## config.mk

```make
export PLATFORM = sky130hd
export DESIGN_NAME = pds_pkt_collector_flat
export DESIGN_NICKNAME = d
export VERILOG_FILES = /design/src/rtl/pds_pkt_collector_if.sv /design/src/rtl/pds_pkt_collector.sv /design/src/flat_wrapper.sv
export SDC_FILE = /design/constraint.sdc
export NUM_CORES = 1
export LEC_CHECK = 0
export CAP_MARGIN = 10
export CELL_PAD_IN_SITES_DETAIL_PLACEMENT = 2
export CELL_PAD_IN_SITES_GLOBAL_PLACEMENT = 2
export CORE_MARGIN = 8
export CORE_UTILIZATION = 50
export DETAILED_ROUTE_END_ITERATION = 6
export GPL_TIMING_DRIVEN = 0
export PLACE_DENSITY = 0.91
export REMOVE_ABC_BUFFERS = 1
export SLEW_MARGIN = 20
export SYNTH_ARGS = -nofsm -noshare
export SYNTH_HDL_FRONTEND = slang
export SYNTH_SLANG_ARGS = --single-unit
```

## constraint.sdc

```tcl
create_clock -name clk -period 11.4 [get_ports clk]
set_input_delay 2.85 -clock clk [delete_from_list [all_inputs] [get_ports clk]]
set_output_delay 2.85 -clock clk [all_outputs]
set_load 0.05 [all_outputs]
```

## src/rtl/pds_pkt_collector_if.sv

```systemverilog
// Byte-stream and packet-output bundle for pds_pkt_collector.
// slave = the collector, master = the upstream producer / downstream consumer.
interface pds_pkt_collector_if;
    logic [7:0] in_data;
    logic       in_valid;
    logic [7:0] out_data;
    logic       out_valid;
    logic       out_ready;
    logic       out_sop;
    logic       out_eop;
    logic       pkt_err;
    logic [7:0] drop_cnt;

    modport slave (
        input  in_data, in_valid, out_ready,
        output out_data, out_valid, out_sop, out_eop, pkt_err, drop_cnt
    );

    modport master (
        output in_data, in_valid, out_ready,
        input  out_data, out_valid, out_sop, out_eop, pkt_err, drop_cnt
    );
endinterface

```

## src/rtl/pds_pkt_collector.sv

```systemverilog
// Packet collector: speculatively buffers header+payload, commits whole packets only.
// Optional checksum trailer enabled by defining PDS_PKT_CHKSUM_EN.
module pds_pkt_collector #(
    parameter int DEPTH   = 32,
    parameter int MAX_LEN = 16
) (
    input  logic                clk,
    input  logic                rst_n,
    pds_pkt_collector_if.slave  bus
);
    localparam int AW = $clog2(DEPTH);
    localparam int PW = AW + 1;
    localparam int CW = AW + 3;
    localparam logic [6:0] MAX_L = 7'(MAX_LEN);

`ifdef PDS_PKT_CHKSUM_EN
    typedef enum logic [1:0] {S_IDLE, S_PAYLOAD, S_CHECK, S_SKIP} state_t;
    localparam logic [6:0] TRAILER = 7'd1;
`else
    typedef enum logic [1:0] {S_IDLE, S_PAYLOAD, S_SKIP} state_t;
    localparam logic [6:0] TRAILER = 7'd0;
`endif

    state_t        state_q;
    logic [6:0]    cnt_q;
    logic [PW-1:0] wr_spec_q, wr_com_q, rd_q;
    logic          pkt_err_q;
    logic [7:0]    drop_q;
    logic [5:0]    ocnt_q;
    logic [7:0]    mem_q [DEPTH];
`ifdef PDS_PKT_CHKSUM_EN
    logic [7:0]    xor_q;
`endif

    logic [5:0]    hdr_len;
    logic          hdr_bad;
    logic [PW-1:0] used;
    logic [CW-1:0] need;
    logic          fits;
    logic          wr_en;
    logic [7:0]    drop_inc;
    logic          avail;
    logic          xfer;
    logic [7:0]    head;

    assign hdr_len  = bus.in_data[5:0];
    assign hdr_bad  = (hdr_len == 6'd0) || ({1'b0, hdr_len} > MAX_L);
    // Space check uses the read pointer as it stood before this edge.
    assign used     = wr_spec_q - rd_q;
    assign need     = CW'(used) + CW'(hdr_len) + CW'(1);
    assign fits     = need <= CW'(DEPTH);
    assign drop_inc = (drop_q == 8'hFF) ? drop_q : drop_q + 8'd1;
    assign wr_en    = bus.in_valid &&
                      (((state_q == S_IDLE) && !hdr_bad && fits) || (state_q == S_PAYLOAD));

    always_ff @(posedge clk) begin
        if (wr_en) mem_q[wr_spec_q[AW-1:0]] <= bus.in_data;
    end

    always_ff @(posedge clk or negedge rst_n) begin
        if (!rst_n) begin
            state_q   <= S_IDLE;
            cnt_q     <= '0;
            wr_spec_q <= '0;
            wr_com_q  <= '0;
            pkt_err_q <= 1'b0;
            drop_q    <= '0;
`ifdef PDS_PKT_CHKSUM_EN
            xor_q     <= '0;
`endif
        end else begin
            pkt_err_q <= 1'b0;
            if (bus.in_valid) begin
                case (state_q)
                    S_IDLE: begin
                        if (hdr_bad) begin
                            pkt_err_q <= 1'b1;
                        end else if (fits) begin
                            wr_spec_q <= wr_spec_q + PW'(1);
                            cnt_q     <= {1'b0, hdr_len};
                            state_q   <= S_PAYLOAD;
`ifdef PDS_PKT_CHKSUM_EN
                            xor_q     <= bus.in_data;
`endif
                        end else begin
                            drop_q  <= drop_inc;
                            cnt_q   <= {1'b0, hdr_len} + TRAILER;
                            state_q <= S_SKIP;
                        end
                    end
                    S_PAYLOAD: begin
                        wr_spec_q <= wr_spec_q + PW'(1);
                        cnt_q     <= cnt_q - 7'd1;
`ifdef PDS_PKT_CHKSUM_EN
                        xor_q     <= xor_q ^ bus.in_data;
                        if (cnt_q == 7'd1) state_q <= S_CHECK;
`else
                        // No trailer: the last payload write is also the commit.
                        if (cnt_q == 7'd1) begin
                            wr_com_q <= wr_spec_q + PW'(1);
                            state_q  <= S_IDLE;
                        end
`endif
                    end
`ifdef PDS_PKT_CHKSUM_EN
                    S_CHECK: begin
                        state_q <= S_IDLE;
                        if (bus.in_data == xor_q) begin
                            wr_com_q <= wr_spec_q;
                        end else begin
                            wr_spec_q <= wr_com_q;
                            pkt_err_q <= 1'b1;
                            drop_q    <= drop_inc;
                        end
                    end
`endif
                    S_SKIP: begin
                        cnt_q <= cnt_q - 7'd1;
                        if (cnt_q == 7'd1) state_q <= S_IDLE;
                    end
                    default: state_q <= S_IDLE;
                endcase
            end
        end
    end

    // Output side walks only the committed region; ocnt_q = payload bytes left, 0 = at header.
    assign avail = (wr_com_q != rd_q);
    assign head  = mem_q[rd_q[AW-1:0]];
    assign xfer  = avail && bus.out_ready;

    always_ff @(posedge clk or negedge rst_n) begin
        if (!rst_n) begin
            rd_q   <= '0;
            ocnt_q <= '0;
        end else if (xfer) begin
            rd_q   <= rd_q + PW'(1);
            ocnt_q <= (ocnt_q == 6'd0) ? head[5:0] : ocnt_q - 6'd1;
        end
    end

    assign bus.out_valid = avail;
    assign bus.out_data  = avail ? head : 8'h00;
    assign bus.out_sop   = avail && (ocnt_q == 6'd0);
    assign bus.out_eop   = avail && (ocnt_q == 6'd1);
    assign bus.pkt_err   = pkt_err_q;
    assign bus.drop_cnt  = drop_q;

endmodule

```

## src/flat_wrapper.sv

```systemverilog
// flat-port wrapper written by rule: the top's interface ports become plain ports
module pds_pkt_collector_flat 
#(
    parameter int DEPTH   = 32,
    parameter int MAX_LEN = 16
)
  (clk, rst_n, bus_in_data, bus_in_valid, bus_out_ready, bus_out_data, bus_out_valid, bus_out_sop, bus_out_eop, bus_pkt_err, bus_drop_cnt);
  pds_pkt_collector_if bus_i ();
  input  logic clk;
  input  logic rst_n;
  input wire logic [$bits(bus_i.in_data)-1:0] bus_in_data;
  input wire logic [$bits(bus_i.in_valid)-1:0] bus_in_valid;
  input wire logic [$bits(bus_i.out_ready)-1:0] bus_out_ready;
  output wire logic [$bits(bus_i.out_data)-1:0] bus_out_data;
  output wire logic [$bits(bus_i.out_valid)-1:0] bus_out_valid;
  output wire logic [$bits(bus_i.out_sop)-1:0] bus_out_sop;
  output wire logic [$bits(bus_i.out_eop)-1:0] bus_out_eop;
  output wire logic [$bits(bus_i.pkt_err)-1:0] bus_pkt_err;
  output wire logic [$bits(bus_i.drop_cnt)-1:0] bus_drop_cnt;
  assign bus_i.in_data = bus_in_data;
  assign bus_i.in_valid = bus_in_valid;
  assign bus_i.out_ready = bus_out_ready;
  assign bus_out_data = bus_i.out_data;
  assign bus_out_valid = bus_i.out_valid;
  assign bus_out_sop = bus_i.out_sop;
  assign bus_out_eop = bus_i.out_eop;
  assign bus_pkt_err = bus_i.pkt_err;
  assign bus_drop_cnt = bus_i.drop_cnt;
  pds_pkt_collector #(.DEPTH(DEPTH), .MAX_LEN(MAX_LEN)) u_core (.clk(clk), .rst_n(rst_n), .bus(bus_i));
endmodule
```

==> results of run 1 <==
-- worst max-delay path, stage by stage, from the launching register on --
cell and delay [ps]:
dfrtp_1 890, clkinv_1 1000, ha_1 680, o21ai_0 170
nand2b_1 160, a21o_1 200, a21oi_1 240, xnor2_1 110
ha_1 400, nand4b_1 200, nor4_1 470, o31ai_1 260
o31ai_1 680, nand3_1 620, nor2_1 990
-- sequential cells by signal (all words and copies together), names as in the netlist --
name / cells
u_core.bus.drop_cnt: 8
u_core.mem_q: 256
u_core.ocnt_q: 6
u_core.rd_q: 6
u_core.wr_com_q: 6
u_core.wr_spec_q: 6
u_core.bus.pkt_err: 1
u_core.cnt_q: 7
u_core.state_q: 2
-- cell families after synthesis --
group | share of synthesized area [%]
AO/OA/AOI/OAI | 3.10
XOR/XNOR | 2.29
adder cells (fa/ha/maj) | 2.70
buffers and inverters | 1.93
flip-flops | 69.3
multiplexers | 14.4
AND/OR/NAND/NOR | 6.23
-- through the flow --
stage | area (um2) | cells | util (%) | hold slack (ps)
6_report | 14300 | 1122 | 57.3 | 517
3_3_place_gp | 13200 | 1055 | 52.7 | 468
4_1_cts | 14300 | 1121 | 57.3 | 522
5_1_grt | 14300 | 1122 | 57.3 | 545
2_1_floorplan | 12400 | 694 | - | 450
3_5_place_dp | 13300 | 1060 | 53.1 | 502
-- worst min path at each step --
stage | from | endpoint | slack (ps)
floorplan | u_core.state_q[1]$_DFFE_PN0P_ | u_core.state_q[1]$_DFFE_PN0P_ | 450
global placement | u_core.state_q[1]$_DFFE_PN0P_ | u_core.state_q[1]$_DFFE_PN0P_ | 470
detailed placement | u_core.state_q[1]$_DFFE_PN0P_ | u_core.state_q[1]$_DFFE_PN0P_ | 500
global route | u_core.bus.drop_cnt[7]$_DFFE_PN0P_ | u_core.bus.drop_cnt[7]$_DFFE_PN0P_ | 540
finish | u_core.bus.drop_cnt[7]$_DFFE_PN0P_ | u_core.bus.drop_cnt[7]$_DFFE_PN0P_ | 520
CTS | u_core.bus.drop_cnt[7]$_DFFE_PN0P_ | u_core.bus.drop_cnt[7]$_DFFE_PN0P_ | 520
-- power by group --
part	internal [mW]	total, mW	switching, mW
clock network	0.601	1.06	0.457
registers	1.25	1.40	0.147
logic	0.598	1.52	0.927
-- cell usage after synthesis (15+ instances only) --
master	instances
nand2_1	29
nand3_1	21
xnor2_1	26
nor2_1	61
mux2i_1	15
inv_1	20
ha_1	24
dfrtp_1	42
edfxtp_1	256
mux4_2	73
a21oi_1	18
-- area by class of cell --
| type | instances | area [um2] | share of cell area (%) |
|---|---|---|---|
| sequential | 298 | 8750 | 61.1 |
| clock inverter | 16 | 70.1 | 0.490 |
| clock buffer | 45 | 976 | 6.82 |
| tap | 330 | 413 | 2.89 |
| inverter | 21 | 78.8 | 0.551 |
| multi-input combinational | 375 | 3630 | 25.4 |
| timing repair buffer | 37 | 395 | 2.76 |
-- layer usage --
metal	global-route usage (%)	share of wire, %	up-vias
met5	0	0	-
met4	9.22	3.6	0
met3	3.97	5.9	91
met2	46.1	51	357
met1	35.3	40	4027
li1	-	-	2936
==> results.cfg, run 1 <==
[place]
io_buffers = 31
hpwl_um = 24300
place_ws_ps = 3220
place.gp.congestion = 0.802

[sta]
period_minus_slack_ps = 7470
rsz0062_at_grt = false
post-route-period-util_pct = 65.5
fmax_mhz = 134
setup_ws_ps = 3930
hold_violations = 0
final_max_slew_viol_count = 0
tns_ps = 0
clock_skew_ps = 34.9
setup_viol = 0
slew_headroom_pct = 15.8
tightest_slew_ps = 1250

[critical_path]
endpoint_kind = register
start_kind = register
r2r_start = u_core.rd_q[2]$_DFFE_PN0P_
reg2regPathDepth = 14
cp_max_fo = 16
crit_path_start = u_core.rd_q[2]$_DFFE_PN0P_
r2r_slack_ps = 3930
critPathArrivalTime_ps = 7590
critPathCapture = u_core.mem_q[0][3]$_DFFE_PP_
path_class = register to register
rr_endpoint = u_core.mem_q[0][3]$_DFFE_PP_
critPathRequiredTime_ps = 11520

[global_routing]
grt_usage_pct = 27.1
grt_antenna_before_repair = 2
grt_max_degree = 49
grt_pass1_wl_um = 60100
grt_overflow = 0
grt_pass1_vias = 8146

[synthesis]
ys_seq_area_share_pct = 69.3
synth-async-reset-ratio_pct = 14.1
syn_area_per_cell_um2 = 17.3
synth_warnings = 0
synth-seq-cells = 298
netlist_instances = 727
yosysUniqueCellTypes = 49
synthFlopType = edfxtp_1
yosys.area.top_type = edfxtp_1
syn_area_um2 = 12600
synth_top_area_share_pct = 61.0
synth_area_leaders = edfxtp_1 (61%), mux4_2 (13%), dfrtp_1 (8.3%), ha_1 (2.4%), nor2_1 (1.8%)
synth_edf_count = 256

[pwr]
total_power_mw = 3.98
cellLeakagePower_nw = 4.85
pwr_density_cell_nw_per_um2 = 278
ir_worst_vdd_uv = 192

[detailed_routing]
wire_per_inst_um = 36.4
wl_um = 40800
first_pass_iters = 7
post_drt_via_cell_ratio = 6.61
vias = 7411
ant_nets = 0
drt_iter0_markers = 792
post-route-drc-count = 0

[floorplan]
initial_core_util_pct = 50.5
boundaryPins = 32
rows = 58
core_um2 = 25000
die_x_um = 175
die_h_um = 175
die-area_um2 = 30500

[clock_network]
cts_max_level = 2
postCtsSetupBuffers = 0
cts_buffer_depth = 3
cts_resized = 0
cts_made_buffers = 34
clkLatencyLatePin_ps = 520
cts.sinks = 298
path_clk_slew_ps = 60
hold_buffers = 0
cts_root_buffer = clkbuf_16
cts_tree = done

[cells_and_area]
layout_commonest_cell = edfxtp_1
n_fill_cell = 2095
fin_nets = 805
layout_common_cells = edfxtp_1 (256), mux4_2 (73), nor2_1 (60)
area_delta_synth_final_pct = 13.6
drive_gt1_share_pct = 17.8
antenna_cells = 0

[min_path]
hold_depth = 1
worst_hold_path_type = register to register

[job]
maxCapViolations = 0

[status]
outcome = completed
Power figures use the tool's default switching activity.
==> run 2: changes to the inputs <==
--- a/config.mk
+++ b/config.mk
@@ -9,10 +9,10 @@
 export CELL_PAD_IN_SITES_DETAIL_PLACEMENT = 2
 export CELL_PAD_IN_SITES_GLOBAL_PLACEMENT = 2
 export CORE_MARGIN = 8
-export CORE_UTILIZATION = 50
+export CORE_UTILIZATION = 43
 export DETAILED_ROUTE_END_ITERATION = 6
 export GPL_TIMING_DRIVEN = 0
-export PLACE_DENSITY = 0.91
+export PLACE_DENSITY = 0.84
 export REMOVE_ABC_BUFFERS = 1
 export SLEW_MARGIN = 20
 export SYNTH_ARGS = -nofsm -noshare
==> constraint.sdc (replaced) <==
create_clock -name clk -period 6.4 [get_ports clk]
set_input_delay 1.6 -clock clk [delete_from_list [all_inputs] [get_ports clk]]
set_output_delay 1.6 -clock clk [all_outputs]
set_load 0.05 [all_outputs]
==> results.cfg, run 2 (same netlist as run 1, synthesis figures left out) <==
[clock_network]
path_clk_slew_ps = 60
cts.sinks = 298
hold_buffers = 0
clkLatencyLatePin_ps = 530
cts_buffer_depth = 3
cts_tree = done
cts_root_buffer = clkbuf_16
cts_max_level = 2
cts_made_buffers = 35

[pwr]
cellLeakagePower_nw = 4.82
pwr_density_cell_nw_per_um2 = 477
ir_worst_vdd_uv = 208
total_power_mw = 6.86

[sta]
setup_ws_ps = -25.3
slew_headroom_pct = 28.5
fmax_mhz = 156
final_max_slew_viol_count = 0
tns_ps = -396
tightest_slew_ps = 1060
clock_skew_ps = 20.2
period_minus_slack_ps = 6430
hold_violations = 0
setup_viol = 27
post-route-period-util_pct = 100
rsz0062_at_grt = true

[cells_and_area]
drive_gt1_share_pct = 21.6
antenna_cells = 0
area_delta_synth_final_pct = 14.2
fin_nets = 804
layout_common_cells = edfxtp_1 (256), mux4_2 (73), dfrtp_1 (40)
stdcell_count = 1176
layout_commonest_cell = edfxtp_1
fin_area_um2 = 14400
largest_reg_flops = 256

[floorplan]
initial_core_util_pct = 43.8
core_um2 = 28800
boundaryPins = 32
die_x_um = 187
die_h_um = 187
die-area_um2 = 35000
rows = 62

[status]
outcome = finished, violations left
violations = negative setup slack

[detailed_routing]
vias = 7012
post_drt_via_cell_ratio = 5.96
ant_nets = 0
post-route-drc-count = 0
drt_iter0_markers = 646
first_pass_iters = 5
wl_um = 36200
wire_per_inst_um = 30.8

[place]
place_area_um2 = 13300
dp.cells = 1113
hpwl_um = 21900
place_ws_ps = -509
io_buffers = 31
place.gp.congestion = 0.787

[global_routing]
grt_pass1_vias = 7872
grt_overflow = 0
grt_usage_pct = 20.8
grt_pass1_wl_um = 54600
grt_max_degree = 45
grt_antenna_before_repair = 0

[job]
maxCapViolations = 0

[critical_path]
endpoint_kind = register
critPathArrivalTime_ps = 6590
start_kind = register
critPathRequiredTime_ps = 6560
path_class = register to register
cp_max_fo = 16

[min_path]
worst_hold_path_type = register to register
-- run 2: critical path: stages (launching register included) --
cell and delay [ps]:
dfrtp_1 870, clkinv_2 620, ha_1 550, o21ai_0 120
nand2b_1 120, a21o_1 190, a21oi_1 200, xnor2_1 110
ha_1 350, nand4b_1 140, nor4_1 400, o31ai_1 220
o31ai_1 590, nand3_1 790, nor2_2 760
-- run 2: path summary, 6_finish.rpt --
kind                                                from                             end  slack, ps  cells past startpoint
setup / recovery              u_core.rd_q[2]$_DFFE_PN0P_   u_core.mem_q[26][2]$_DFFE_PP_        -30                     14
max in group asynchronous                          rst_n     u_core.cnt_q[4]$_DFFE_PN0P_       4930                      2
setup reg to reg              u_core.rd_q[2]$_DFFE_PN0P_   u_core.mem_q[26][2]$_DFFE_PP_        -30                     14
hold / removal             u_core.state_q[1]$_DFFE_PN0P_   u_core.state_q[1]$_DFFE_PN0P_        510                      2
min in group asynchronous                          rst_n  u_core.wr_com_q[4]$_DFFE_PN0P_        980                      1
hold reg to reg            u_core.state_q[1]$_DFFE_PN0P_   u_core.state_q[1]$_DFFE_PN0P_        510                      2
-- run 2: area by class of cell --
type                    count  area, um2
fillers                  2573      14400
flip-flops and latches    298       8750
multi-input cells         375       3720
clock buffers              44        920
well taps                 384        480
repair buffers             35        348
clock inverters            19       93.8
inverters                  21       80.1
-- run 2: power by group --
group	total (mW)	leakage [nW]	switching, mW	internal [mW]
logic	2.51	1.49	1.47	1.03
clock network	1.83	0.501	0.806	1.02
registers	2.53	2.83	0.304	2.23
total	6.86	4.82	2.58	4.28
-- run 2: per-layer routing --
metal / vias to the layer above / share of wire [%] / track usage (%)
met2: 213 / 52 / 36.2
met1: 3810 / 41 / 26.3
li1: 2930 / - / -
met5: - / 0 / 0
met4: 0 / 2.9 / 6.81
met3: 59 / 4.6 / 3.37
-- run 2: timing repair --
item                                    CTS  global route
endpoints found under the setup margin  256           256
gates resized for setup                  27             9
cloned                                    0             0
buffers inserted                          0             0
-- run 2: per-stage QoR --
stage	hold slack, ps	util, %
4_1_cts	509	49.9
6_report	505	50.0
5_1_grt	539	50.0
3_5_place_dp	496	46.2
3_3_place_gp	466	46.0
2_1_floorplan	450	-
==> run 3: changes to the inputs <==
--- a/config.mk
+++ b/config.mk
@@ -5,14 +5,15 @@
 export SDC_FILE = /design/constraint.sdc
 export NUM_CORES = 1
 export LEC_CHECK = 0
+export ABC_AREA = 1
 export CAP_MARGIN = 10
 export CELL_PAD_IN_SITES_DETAIL_PLACEMENT = 2
 export CELL_PAD_IN_SITES_GLOBAL_PLACEMENT = 2
 export CORE_MARGIN = 8
-export CORE_UTILIZATION = 43
+export CORE_UTILIZATION = 37
 export DETAILED_ROUTE_END_ITERATION = 6
 export GPL_TIMING_DRIVEN = 0
-export PLACE_DENSITY = 0.84
+export PLACE_DENSITY = 0.83
 export REMOVE_ABC_BUFFERS = 1
 export SLEW_MARGIN = 20
 export SYNTH_ARGS = -nofsm -noshare
==> results.cfg, run 3 <==
[global_routing]
grt_usage_pct = 19.2
grt_pass1_vias = 10800
grt_max_degree = 128
grt_antenna_before_repair = 0
grt_pass1_wl_um = 64700
grt_overflow = 0

[critical_path]
start_kind = register
path_cells = buf_16 -> inv_6 -> o21ai_0 -> o22ai_1 -> nor2_1 -> nor2_1 -> o21ai_1 -> nor2_1 -> clkdlybuf4s50_1
crit_buf_inv = 3
critPathRequiredTime_ps = 4800
crit_family = buffers and inverters
r2r_slack_ps = 690
rr_endpoint = u_core.mem_q[24][4]$_DFFE_PP_
endpoint_kind = output pin
r2r_start = u_core.rd_q[2]$_DFFE_PN0P_
critPathArrivalTime_ps = 4180
path_class = register to output pin
cpMostUsedCell = nor2_1
reg2regPathDepth = 15
max_stage_delay_ps = 830
cp_max_fo = 127
slowest_stage = clkdlybuf4s50_1

[floorplan]
die-area_um2 = 42900
die_h_um = 207
boundaryPins = 32
core_um2 = 36300
rows = 70
die_x_um = 207
initial_core_util_pct = 37.3

[synthesis]
ys_seq_area_share_pct = 64.7
syn_area_per_cell_um2 = 10.5
synthFlopType = edfxtp_1
synth_xor_area_share_pct = 1.69
netlist_instances = 1291
synth-async-reset-ratio_pct = 14.1
yosysUniqueCellTypes = 39
synthTopCellsByCount = nand2_1 (276), edfxtp_1 (256), nor2_1 (209)
synth.area.mux_share_pct = 0
synth_compound_area_share_pct = 6.96
syn_area_um2 = 13500
synth_area_leaders = edfxtp_1 (57%), dfrtp_1 (7.8%), nand2_1 (7.7%), nor2_1 (5.8%), nand3_1 (4.1%)
synth_top_area_share_pct = 56.9
synthSimpleGateAreaFrac_pct = 19.2
synth_edf_count = 256
synth-seq-cells = 298
synth_most_common_cell = nand2_1
synth_top_family_by_area = simple AND/OR/NAND/NOR gates
synth_warnings = 0
synth_adder_area_share_pct = 2.52
yosys.area.top_type = edfxtp_1

[sta]
period_minus_slack_ps = 5780
final_max_slew_viol_count = 0
hold_violations = 0
rsz0062_at_grt = false
setup_viol = 0
fmax_mhz = 173
tns_ps = 0
post-route-period-util_pct = 90.3
tightest_slew_ps = 1050
slew_headroom_pct = 29.9
clock_skew_ps = 19.5

[pwr]
combinationalPowerShare_pct = 41.8
seqPwrFrac_pct = 32.7
pwr_density_cell_nw_per_um2 = 494
p_sw_mw = 3.23
switching_share_pct = 42.9
clkPwrFrac_pct = 25.6
cellLeakagePower_nw = 5.62
p_int_mw = 4.29
ir_worst_vdd_uv = 207

[clock_network]
cts_resized = 0
cts.sinks = 298
cts_root_buffer = clkbuf_16
clkLatencyLatePin_ps = 520
postCtsSetupBuffers = 0
path_clk_slew_ps = 60
hold_buffers = 0
cts_made_buffers = 35
cts_tree = done
cts_buffer_depth = 3
cts_max_level = 2

[place]
place.gp.congestion = 0.765
hpwl_um = 25500
place_area_um2 = 14100
io_buffers = 31

[cells_and_area]
layout_commonest_cell = nand2_1
n_fill_cell = 3800
fin_area_um2 = 15200
antenna_cells = 0
drive_gt1_share_pct = 7.08
largest_reg_flops = 256
layout_common_cells = nand2_1 (276), edfxtp_1 (256), nor2_1 (209)
fin_nets = 1339
area_delta_synth_final_pct = 12.6

[min_path]
holdCritStartpoint = u_core.wr_com_q[0]$_DFFE_PN0P_
worstHoldEndpoint = u_core.wr_com_q[0]$_DFFE_PN0P_
worst_hold_path_type = register to register
hold_depth = 2

[detailed_routing]
ant_nets = 0
post-route-drc-count = 0
drt_iter0_markers = 570
wl_um = 41600
wire_per_inst_um = 23.2
vias = 9666
first_pass_iters = 5
post_drt_via_cell_ratio = 5.38

[status]
outcome = completed

[job]
maxCapViolations = 0
-- run 3: cell types whose count changed in the layout (fill, tap and decap cells not counted), sizes merged, moves of 48 or more --
cell,previous run,this run
inv,23,71
mux4,73,0
nand3,21,114
o21ai,15,123
nand2,29,279
nor2,61,220
-- run 3: kinds of logic after synthesis --
| logic type | count (synthesis) |
|---|---|
| AO/OA/AOI/OAI | 173 |
| XOR/XNOR | 26 |
| adder cells (fa/ha/maj) | 26 |
| buffers and inverters | 136 |
| flip-flops | 298 |
| AND/OR/NAND/NOR | 632 |
-- run 3: worst reg2reg max path, delay by kind of cell, from the launching register on --
kind | cells | cell delay [ps]
adders and majority gates | 2 | 770
and+or+nand+nor | 3 | 1700
buffers and inverters | 2 | 620
AOI/OAI and AO/OA | 7 | 1060
xor gates and xnor gates | 1 | 200
DFF | 1 | 970
-- run 3: how the worst max path moves through the flow --
stage | to | slack, ps | from | cells after the start
after floorplan | bus_out_data[4] | 360 | u_core.rd_q[0]$_DFFE_PN0P_ | 8
after global routing | u_core.mem_q[24][2]$_DFFE_PP_ | 310 | u_core.rd_q[2]$_DFFE_PN0P_ | 15
final | bus_out_data[6] | 620 | u_core.rd_q[0]$_DFFE_PN0P_ | 9
after CTS | bus_out_data[6] | 620 | u_core.rd_q[0]$_DFFE_PN0P_ | 9
after global placement | bus_out_data[5] | -3170 | u_core.rd_q[0]$_DFFE_PN0P_ | 10
after detailed placement | u_core.mem_q[11][7]$_DFFE_PP_ | 810 | u_core.rd_q[2]$_DFFE_PN0P_ | 15
-- run 3: metrics by stage --
stage	total power [mW]	utilization (%)	hold WS, ps	instances	setup slack (ps)
2_1_floorplan	4.42	-	453	1227	364
3_3_place_gp	5.45	38.7	473	1726	-3170
3_5_place_dp	5.61	39.0	485	1732	807
4_1_cts	7.60	42.0	509	1795	624
5_1_grt	7.97	41.9	535	1795	312
6_report	7.52	41.9	511	1795	624
-- run 3: area by class of cell --
| class | instances | area, um2 | share of cell area (%) |
|---|---|---|---|
| flip-flops and latches | 298 | 8750 | 57.5 |
| multi-input cells | 857 | 4110 | 27.0 |
| clock buffers | 45 | 956 | 6.28 |
| inverters | 72 | 278 | 1.83 |
| well taps | 468 | 586 | 3.85 |
| clock inverters | 18 | 128 | 0.839 |
| repair buffers | 37 | 408 | 2.68 |
-- run 3: power groups by stage --
| stage | clock network (mW) | logic, mW | registers, mW |
|---|---|---|---|
| 2_1_floorplan | 0 | 1.88 | 2.54 |
| 3_3_place_gp | 0 | 2.79 | 2.66 |
| 3_5_place_dp | 0 | 3.12 | 2.49 |
| 4_1_cts | 1.95 | 3.19 | 2.46 |
| 5_1_grt | 2.02 | 3.47 | 2.48 |
| 6_report | 1.92 | 3.14 | 2.46 |
-- run 3: routing by layer --
metal | track usage [%] | vias up | part of all wire, %
li1 | - | 4412 | -
met4 | 6.48 | 0 | 3.2
met5 | 0 | - | 0
met3 | 2.84 | 79 | 3.8
met1 | 23.6 | 4976 | 42
met2 | 34.2 | 199 | 51
